File: config.mk
export PLATFORM = sky130hd
export DESIGN_NAME = instr_fetch_unit
export DESIGN_NICKNAME = d
export VERILOG_FILES = /design/src/rtl/instr_fetch_unit_pkg.sv /design/src/rtl/instr_fetch_unit_next_pc_calc.sv /design/src/rtl/instr_fetch_unit.sv
export SDC_FILE = /design/constraint.sdc
export NUM_CORES = 1
export LEC_CHECK = 0
export BUFFER_PORTS_ARGS = -buffer_cell sky130_fd_sc_hd__clkbuf_2
export CAP_MARGIN = 20
export CORE_ASPECT_RATIO = 1.25
export CORE_UTILIZATION = 49
export CTS_CLUSTER_SIZE = 24
export DETAILED_ROUTE_END_ITERATION = 10
export GPL_ROUTABILITY_DRIVEN = 0
export GPL_TIMING_DRIVEN = 0
export PLACE_DENSITY = 0.78
export SLEW_MARGIN = 40
export SYNTH_ARGS = -nofsm -noshare
export SYNTH_HDL_FRONTEND = slang
export SYNTH_SLANG_ARGS = --single-unit
File: constraint.sdc
create_clock -name clk -period 3.7 [get_ports clk]
set_clock_uncertainty 0.1 [all_clocks]
set_input_delay 0.74 -clock clk [delete_from_list [all_inputs] [get_ports clk]]
set_output_delay 0.74 -clock clk [all_outputs]
set_load 0.02 [all_outputs]
File: src/rtl/instr_fetch_unit_pkg.sv
// Shared fetch-stage constants: FSM encoding, opcode field position, PC step.
// The control decoder uses the same values, so change them in both places together.
package instr_fetch_unit_pkg;

  typedef enum logic [1:0] {
    IDLE  = 2'd0,
    FETCH = 2'd1,
    ISSUE = 2'd2
  } fetch_state_e;

  localparam int          OP_MSB = 31;
  localparam int          OP_LSB = 26;
  localparam logic [31:0] PC_INC = 32'd4;

  // Word offset from a 16-bit immediate: sign-extend, then scale by 4.
  function automatic logic [31:0] branch_offset(input logic [15:0] imm);
    return {{14{imm[15]}}, imm, 2'b00};
  endfunction

endpackage

File: src/rtl/instr_fetch_unit_next_pc_calc.sv
// Combinational next-PC: jump beats taken branch, which beats sequential.
// All adds are 32-bit and drop the carry, so the PC wraps.
module next_pc_calc
  import instr_fetch_unit_pkg::*;
(
  input  logic [31:0] pc,
  input  logic [31:0] inst,
  input  logic        branch,
  input  logic        jump,
  input  logic        zero,
  output logic [31:0] next_pc
);

  logic [31:0] pc4;
  logic        unused_op_bits;

  // The opcode field is consumed by the decoder and plays no part in the target.
  assign unused_op_bits = ^inst[OP_MSB:OP_LSB];

  always_comb begin
    pc4 = pc + PC_INC;
    if (jump) begin
      next_pc = {pc4[31:28], inst[25:0], 2'b00};
    end else if (branch && zero) begin
      next_pc = pc4 + branch_offset(inst[15:0]);
    end else begin
      next_pc = pc4;
    end
  end

endmodule

File: src/rtl/instr_fetch_unit.sv
// Fetch/issue stage: holds PC, fetches over a ready handshake, presents IR until acked.
// Latency: 2 cycles per instruction with zero-wait memory and immediate ack.
// Backpressure: waits in FETCH for imem_ready and in ISSUE for inst_ack. FETCH_PERF_CNT_EN adds counters.
module instr_fetch_unit
  import instr_fetch_unit_pkg::*;
#(
  parameter logic [31:0] RESET_PC = 32'h0000_0000
) (
  input  logic        clk,
  input  logic        rst_n,
  output logic        imem_req,
  output logic [31:0] imem_addr,
  input  logic        imem_ready,
  input  logic [31:0] imem_rdata,
  output logic [31:0] inst,
  output logic [5:0]  op,
  output logic        inst_valid,
  input  logic        inst_ack,
  input  logic        branch,
  input  logic        jump,
  input  logic        zero,
  output logic [31:0] pc
`ifdef FETCH_PERF_CNT_EN
  ,
  output logic [31:0] retired_cnt,
  output logic [31:0] stall_cnt
`endif
);

  fetch_state_e state_q, state_d;
  logic [31:0]  pc_q, pc_d;
  logic [31:0]  inst_q, inst_d;
  logic [31:0]  next_pc;

  next_pc_calc u_next_pc_calc (
    .pc      (pc_q),
    .inst    (inst_q),
    .branch  (branch),
    .jump    (jump),
    .zero    (zero),
    .next_pc (next_pc)
  );

  always_ff @(posedge clk or negedge rst_n) begin
    if (!rst_n) begin
      state_q <= IDLE;
      pc_q    <= RESET_PC;
      inst_q  <= '0;
    end else begin
      state_q <= state_d;
      pc_q    <= pc_d;
      inst_q  <= inst_d;
    end
  end

  // IDLE only exists to give one dead cycle after reset release.
  always_comb begin
    state_d = state_q;
    pc_d    = pc_q;
    inst_d  = inst_q;
    case (state_q)
      IDLE: state_d = FETCH;
      FETCH: begin
        if (imem_ready) begin
          inst_d  = imem_rdata;
          state_d = ISSUE;
        end
      end
      ISSUE: begin
        if (inst_ack) begin
          pc_d    = next_pc;
          state_d = FETCH;
        end
      end
      default: state_d = IDLE;
    endcase
  end

  assign imem_req   = (state_q == FETCH);
  assign imem_addr  = pc_q;
  assign inst_valid = (state_q == ISSUE);
  assign inst       = inst_q;
  assign op         = inst_q[OP_MSB:OP_LSB];
  assign pc         = pc_q;

`ifdef FETCH_PERF_CNT_EN
  logic [31:0] retired_q, retired_d;
  logic [31:0] stall_q, stall_d;

  always_ff @(posedge clk or negedge rst_n) begin
    if (!rst_n) begin
      retired_q <= '0;
      stall_q   <= '0;
    end else begin
      retired_q <= retired_d;
      stall_q   <= stall_d;
    end
  end

  always_comb begin
    retired_d = retired_q;
    stall_d   = stall_q;
    if (state_q == ISSUE && inst_ack) begin
      retired_d = retired_q + 32'd1;
    end
    if ((state_q == FETCH && !imem_ready) || (state_q == ISSUE && !inst_ack)) begin
      stall_d = stall_q + 32'd1;
    end
  end

  assign retired_cnt = retired_q;
  assign stall_cnt   = stall_q;
`endif

endmodule

; ---- Word level (Yosys, flattened, before mapping)
; Index checks and enable logic that the tools add are counted.
[totals]
word_cells = 19
in_bits = 39
register_bits = 66
output_inout_bits = 104
[classes]
n_eq_ne = 4
mux = 5
n_addsub = 2
reduce_logical = 5
[op_table]
columns = operator, count
row1 = $mux 32, 2
row2 = $add 32x3->32 const B, 1
row3 = $add 32x32->32, 1
row4 = $pmux 2 s3, 1
row5 = $reduce_and 2->1, 3
row6 = $mux 2, 2
row7 = $ne 2x1->1 const B, 2
row8 = $eq 2x1->1 const B, 1
row9 = $eq 2x2->1 const B, 1
row10 = $logic_not 2->1, 1
row11 = $logic_and 1x1->1, 1

; ---- Logic depth before layout (Yosys ltp)
; Gate-level depths: netlist of run 1.
[depth]
word_depth = 4
mapped_depth = 17

; ---- Cells and area by module
; From an unflattened synthesis of run 1, not the netlist that was laid out.
[hier_totals]
cells_unflattened = 582
area_unflattened_um2 = 5630.4
[by_module_without_submodules]
columns = module, instances, area_each_um2, cells_per_inst
row1 = instr_fetch_unit, 1, 2926.6, 182
row2 = next_pc_calc, 1, 2703.8, 400

; ---- Least setup slack after synthesis of run 1
; Ideal clock, no wire load.
[synth_timing]
kind = register -> register
from = register pc_q[2], in the netlist imem_addr[2]
to = register pc_q[31], in the netlist imem_addr[31]
path_slack_ns = -0.246
t_required_ns = 3.470
path_stages_with_launch = 18
path_buffers = 2
t_arrival_ns = 3.717
cell_sequence = dfrtp_1 -> ha_1 -> and3_1 -> clkbuf_1 -> nand3_1 -> xnor2_1 -> ha_1 -> clkbuf_1 -> nand2_1 -> or3_4 -> a2111oi_4 -> nor4_1 -> o311ai_2 -> nand2_1 -> o31ai_2 -> a21boi_2 -> nor3_2 -> xnor2_1
[synth_between]
elab_chain_cells = 4
[synth_lines]
columns = item, line_no
row1 = "start, declared", instr_fetch_unit.sv:31  ; logic [31:0] pc_q, pc_d;
row2 = "start signal, assigned", instr_fetch_unit.sv:51  ; pc_q <= pc_d;
row3 = $add 32x3->32 *, instr_fetch_unit_next_pc_calc.sv:21  ; pc4 = pc + PC_INC;
row4 = $add 32x32->32, instr_fetch_unit_next_pc_calc.sv:25  ; next_pc = pc4 + branch_offset(inst[15:0]);
row5 = $mux 32, instr_fetch_unit_next_pc_calc.sv:24  ; end else if (branch && zero) begin
row6 = $mux 32 *, instr_fetch_unit_next_pc_calc.sv:22  ; if (jump) begin
; Every way passes the cells marked *; elsewhere a longest branch is shown, timed or not.
; A chain may end at the register's enable or synchronous reset.

; ---- Worst setup path in the final report of run 1
[layout_timing]
from = register pc_q[13], in the netlist imem_addr[13]
to = register pc_q[31], in the netlist imem_addr[31]
; The elaborated chain is that of the path after synthesis.

==> results_dict.tcl, run 1 <==
set metrics [dict create \
    tightestPinTransition_ns 0.788 \
    vias 5774 \
    portBuffers 138 \
    required_ns 3.82 \
    path_max_fanout 6 \
    cts_tree "yes" \
    drtIter0Drc 429 \
    synth_commonest_cells "nand2_1 (67), dfrtp_1 (64), o21ai_0 (45)" \
    synth-compound-area-share_pct 19.1 \
    ir_drop_mv 0.630 \
    synth-xor-area-share_pct 8.59 \
    die-area_mm2 0.0112 \
    ant_nets 0 \
    postSynth.asyncResetShare_pct 100 \
    slowest_stage "dfrtp_2" \
    grt_max_degree 65 \
    synth_edf_count 0 \
    die-height_um 118 \
    power.leakage_uw 0.00341 \
    cts.sinks 64 \
    ys_seq_area_share_pct 30.2 \
    worstHoldPathType "input pin to asynchronous set/reset pin" \
    synthCells 613 \
    row_count 42 \
    layout_min_cycle_time_ns 3.89 \
    io_pins 143 \
    cap_violations 0 \
    dp_hpwl_um 11400 \
    reg2reg_to "imem_addr[31]$_DFFE_PN0P_" \
    synth_warnings 0 \
    clockBufferDepth 2 \
    dpl_cell_area_mm2 0.00619 \
    cts-buffers-inserted 9 \
    timing.reg2reg.setup_slack_ns -0.19 \
    grt_pass1_wl_um 25100 \
    overflow 0 \
    cp_slowest_stage_delay_ns 0.44 \
    antenna_found_initial 0 \
    root_buffer "clkbuf_16" \
    synth_top_family_by_area "compound AO/OA/AOI/OAI gates" \
    reg2reg_depth 16 \
    setup.worst_path.start_class "flop" \
    nets 875 \
    insertion_delay_ns 0.34 \
    synth.area.top_cells "dfrtp_1 (30%), ha_1 (8.7%), mux2_2 (6.8%)" \
    cp_data_arrival_time_ns 4.01 \
    design_area_mm2 0.00717 \
    drc_errors 0 \
    setup_slack_ns -0.187 \
    wl_per_cell_um 18.9 \
    final_util_pct 67.9 \
    multi_input_area_mm2 0.00369 \
    synth-simple-area-share_pct 17.4 \
    start_util_pct 50.2 \
    setup_viol 6 \
    status "finished, violations left" \
    critical_path_class "flop to flop" \
    first_pass_iters 7 \
    synth_cell_type_count 55 \
    holdWs_ns 0.293 \
    slew_headroom_pct 47.3 \
    synthesis.area_mm2 0.00530 \
    synth.mux.area_fraction_pct 7.17 \
    crit_path_cell_trace "and3_1 -> nand3_2 -> nor2_2 -> and4_4 -> nand3_1 -> xnor2_2 -> ha_1 -> a21o_1 -> a21o_1 -> a21oi_4 -> a31oi_2 -> nand2_2 -> o31ai_4 -> a21boi_2 -> nor3_2 -> xnor2_1" \
    synthAdderAreaFrac_pct 9.11 \
    violations "setup timing" \
    synth_top_area_share_pct 30.2 \
    syn2layout_area_growth_pct 35.3 \
    seq_area_mm2 0.00161 \
    grt_pass1_vias 5237 \
    drt-total-wl_um 17600 \
    die-width_um 95.0 \
    htree_levels 3 \
    clkTransAtPathRegs_ns 0.06 \
    drive_gt1_share_pct 41.5 \
    dp_slack_ns -0.482 \
    cp_common_cell "a21o_1" \
    synth.most_common_cell "nand2_1" \
    timing.final.crit_share_pct 105 \
    vias_per_cell 6.18 \
    synth_ff_type "dfrtp_1" \
    reg2reg_from "imem_addr[13]$_DFFE_PN0P_" \
    num-fill-cells 812 \
    core_area_mm2 0.0106 \
    report.final.slew_viol_count 0 \
    hold_violations 0 \
    synth-seq-cells 64 \
    end_kind "flop" \
    antenna_cells 0 \
    synth_area_per_cell_um2 8.65 \
    p_per_area_mw_per_mm2 1140 \
    grt_usage_pct 28.5 \
    synth.largest_area_cell "dfrtp_1" \
    rsz0062_at_grt "yes" \
    fmax_mhz 257 \
    setup_tns_ns -0.623 \
]
flip-flops by register name (all words and copies together) (netlist names):
register   flops
inst          32
imem_addr     30
state_q        2
cells in the final DEF (no fill, tap or decap), types with 8 or more instances in the layout:
master	synthesis	layout
ha_1	37	29
nand4_1	11	11
a21o_1	17	17
clkbuf_1	24	22
nor3_1	10	8
o21ai_1	1	12
dfrtp_1	64	54
clkbuf_2	0	137
o211ai_1	11	11
xor2_1	23	19
xnor2_1	29	21
nand3_1	24	19
dfrtp_2	0	10
buf_4	40	75
clkbuf_16	0	9
o21ai_0	45	32
a21oi_1	41	35
mux2_2	32	32
nand2_1	67	64
nor2_1	32	30
xnor2_2	0	8
ha_4	0	8
inv_1	14	14
critical path: cells and delay by family (launching register included):
kind	cells	cell delay (ns)
AOI/OAI and AO/OA	6	1.22
xor gates and xnor gates	2	0.31
adders and majority gates	1	0.40
DFF	1	0.44
and+or+nand+nor	7	1.29
kinds of logic after synthesis:
family / after synthesis
other: 1
multiplexers: 34
flip-flops: 64
AND/OR/NAND/NOR: 188
buffers and inverters: 78
adder cells (fa/ha/maj): 38
XOR/XNOR: 52
AO/OA/AOI/OAI: 158
worst max-delay path by stage:
stage                              start                        end  slack [ns]  depth (start not counted)
3_5_place_dp    imem_addr[2]$_DFFE_PN0P_  imem_addr[31]$_DFFE_PN0P_       -0.48                         15
2_1_floorplan   imem_addr[9]$_DFFE_PN0P_  imem_addr[31]$_DFFE_PN0P_        0.01                         15
5_1_grt        imem_addr[13]$_DFFE_PN0P_  imem_addr[31]$_DFFE_PN0P_       -0.35                         16
4_1_cts         imem_addr[2]$_DFFE_PN0P_  imem_addr[31]$_DFFE_PN0P_       -0.04                         15
3_3_place_gp    imem_addr[6]$_DFFE_PN0P_  imem_addr[27]$_DFFE_PN0P_       -0.43                         14
6_report       imem_addr[13]$_DFFE_PN0P_  imem_addr[31]$_DFFE_PN0P_       -0.19                         16
per-layer routing:
metal	routed length (µm)	vias to the layer above	global-route usage (%)
met5	0	-	0
met1	6410	2728	33.9
met2	8730	393	48.3
li1	-	2540	-
met4	947	0	13.3
met3	1560	113	5.73
area by class of cell:
type	instances	share of cell area, %
multi-input combinational	474	51.4
sequential	64	22.5
timing repair buffer	173	13.4
buffer	62	5.49
clock buffer	11	3.38
tap	132	2.30
clock inverter	5	0.785
inverter	14	0.733
power by group:
| part | internal, µW | switching (µW) |
|---|---|---|
| Combinational | 2480 | 3220 |
| Clock | 539 | 322 |
| Sequential | 1040 | 584 |
| Total | 4060 | 4120 |
stage by stage:
step           std cells  total power (µW)
2_1_floorplan        616              4970
3_3_place_gp         886              6090
3_5_place_dp         886              6240
4_1_cts              917              7370
5_1_grt              935              8690
6_report             935              8180
repair_timing:
action                     in CTS  in global routing
setup endpoints to repair      13                 14
resized for setup              32                 61
hold buffers                    0                  0
pin swaps                      10                 35
setup buffers                  16                 19
Note: power is estimated with default switching activity, not from simulation.
==> inputs of run 2 (changes only) <==
--- a/config.mk
+++ b/config.mk
@@ -8,12 +8,13 @@
 export BUFFER_PORTS_ARGS = -buffer_cell sky130_fd_sc_hd__clkbuf_2
 export CAP_MARGIN = 20
 export CORE_ASPECT_RATIO = 1.25
-export CORE_UTILIZATION = 49
+export CORE_UTILIZATION = 50
+export CTS_BUF_LIST = sky130_fd_sc_hd__clkbuf_2
 export CTS_CLUSTER_SIZE = 24
 export DETAILED_ROUTE_END_ITERATION = 10
 export GPL_ROUTABILITY_DRIVEN = 0
 export GPL_TIMING_DRIVEN = 0
-export PLACE_DENSITY = 0.78
+export PLACE_DENSITY = 0.8
 export SLEW_MARGIN = 40
 export SYNTH_ARGS = -nofsm -noshare
 export SYNTH_HDL_FRONTEND = slang
==> run 2 against run 1 <==
Net effect: the flow still finishes with violations (setup timing); cell count is 1.8% higher; clock power decreased by 50%; via count is 4.4% higher; final area grew 1.1%; die area down 2.0%; combinational power is 8.3% higher; sequential power is essentially flat; global-route usage rose by 2.0 points; first-iteration DRC count rose by 43%; critical path type unchanged; routed wire length grew 6.8%; largest power group unchanged; clock-buffer cell count shrank 2.
==> results_dict.tcl, run 2 (same netlist as run 1, synthesis figures left out) <==
set metrics [dict create \
    vias_per_cell 6.33 \
    power.leakage_uw 0.00347 \
    grt_pass1_wl_um 25900 \
    die-height_um 117 \
    vias 6026 \
    final_util_pct 71.1 \
    die-area_mm2 0.0110 \
    path_max_fanout 5 \
    antenna_cells 0 \
    ant_nets 0 \
    fmax_mhz 253 \
    timing.final.crit_share_pct 107 \
    wl_per_cell_um 19.8 \
    row_count 41 \
    ir_drop_mv 0.624 \
    p_per_area_mw_per_mm2 1130 \
    layout_min_cycle_time_ns 3.95 \
    drtIter0Drc 614 \
    critical_path_class "flop to flop" \
    cts_tree "yes" \
    largest_reg_flops 32 \
    cts_hold_buf 0 \
    setup_slack_ns -0.255 \
    status "finished, violations left" \
    rsz0062_at_grt "yes" \
    nets 895 \
    core_area_mm2 0.0102 \
    dp_hpwl_um 11400 \
    drc_errors 0 \
    cts.sinks 64 \
    syn2layout_area_growth_pct 36.8 \
    holdWs_ns 0.0323 \
    drt-total-wl_um 18800 \
    root_buffer "clkbuf_2" \
    setup_viol 14 \
    insertion_delay_ns 0.56 \
    die-width_um 94.1 \
    setup.worst_path.start_class "flop" \
    report.final.slew_viol_count 0 \
    cts-buffers-inserted 9 \
    antenna_found_initial 0 \
    tightestPinTransition_ns 0.821 \
    overflow 0 \
    cap_violations 0 \
    portBuffers 138 \
    worstHoldPathType "input pin to asynchronous set/reset pin" \
    clockBufferDepth 2 \
    htree_levels 3 \
    grt_pass1_vias 5376 \
    slew_headroom_pct 45.3 \
    start_util_pct 51.9 \
    grt_max_degree 65 \
    clkTransAtPathRegs_ns 0.21 \
    cp_data_arrival_time_ns 4.28 \
    required_ns 4.02 \
    io_pins 143 \
    layout_commonest_cell "clkbuf_2" \
    first_pass_iters 6 \
    violations "setup timing" \
    drive_gt1_share_pct 44.1 \
    end_kind "flop" \
    hold_violations 0 \
    final_cell_mix "clkbuf_2 (146), buf_4 (95), nand2_1 (63)" \
    grt_usage_pct 30.5 \
]
run 2: timing repair:
action / in CTS / in global routing
setup buffers: 25 / 33
setup endpoints to repair: 13 / 15
pin swaps: 20 / 41
resized for setup: 45 / 72
run 2: layout make-up:
| type | instances | area, µm² |
|---|---|---|
| Clock inverter | 7 | 62.6 |
| Tap cell | 129 | 161 |
| Sequential cell | 64 | 1610 |
| Buffer | 61 | 379 |
| Timing Repair Buffer | 194 | 1120 |
| Multi-Input combinational cell | 474 | 3810 |
| Inverter | 14 | 52.6 |
| Fill cell | 761 | 2960 |
| Clock buffer | 9 | 45.0 |
run 2: per-layer routing:
layer  track usage, %  up-vias  wire length (µm)
met3             5.68      141              1760
met5                0        -                 0
met1             34.8     2807              6540
met4             19.2        0              1290
met2             52.8      497              9240
li1                 -     2581                 -
run 2: worst paths after layout:
path	startpoint	endpoint	slack, ns	depth (start not counted)
setup / recovery	imem_addr[8]$_DFFE_PN0P_	imem_addr[17]$_DFFE_PN0P_	-0.25	17
hold / removal	rst_n	inst[26]$_DFFE_PN0P_	0.03	1
setup reg to reg	imem_addr[8]$_DFFE_PN0P_	imem_addr[17]$_DFFE_PN0P_	-0.25	17
hold reg to reg	imem_addr[31]$_DFFE_PN0P_	imem_addr[31]$_DFFE_PN0P_	0.41	1
max in group asynchronous	rst_n	imem_addr[13]$_DFFE_PN0P_	3.03	1
min in group clk	imem_rdata[27]	inst[27]$_DFFE_PN0P_	0.29	2
run 2: power breakdown:
part           internal [µW]  switching (µW)
combinational           2700            3450
sequential              1040             593
clock                    149             278
run 2: worst max-delay path: stages (launching register included):
cell and delay [ns]:
dfrtp_2 0.45, and3_2 0.27, and3_2 0.26, nand3_4 0.11, xnor2_4 0.23, ha_4 0.25
buf_4 0.13, buf_4 0.15, a21o_1 0.22, a31oi_2 0.24, o21ai_2 0.13, nor3_2 0.40
o21bai_1 0.12, a21oi_1 0.22, xor2_1 0.18, o211ai_1 0.10, o21ai_0 0.13, o21ai_0 0.11
run 2: through the flow:
stage / cell area, µm² / cells / setup slack (ns) / power, µW / TNS (ns)
finish: 7250 / 952 / -0.255 / 8210 / -2.03
global route: 7250 / 952 / -0.433 / 8670 / -3.89
global placement: 6170 / 883 / -0.442 / 6090 / -3.26
CTS: 6660 / 921 / -0.0145 / 7110 / -0.0145
floorplan: 5320 / 616 / 0.0107 / 4970 / 0
detailed placement: 6180 / 883 / -0.512 / 6240 / -4.29
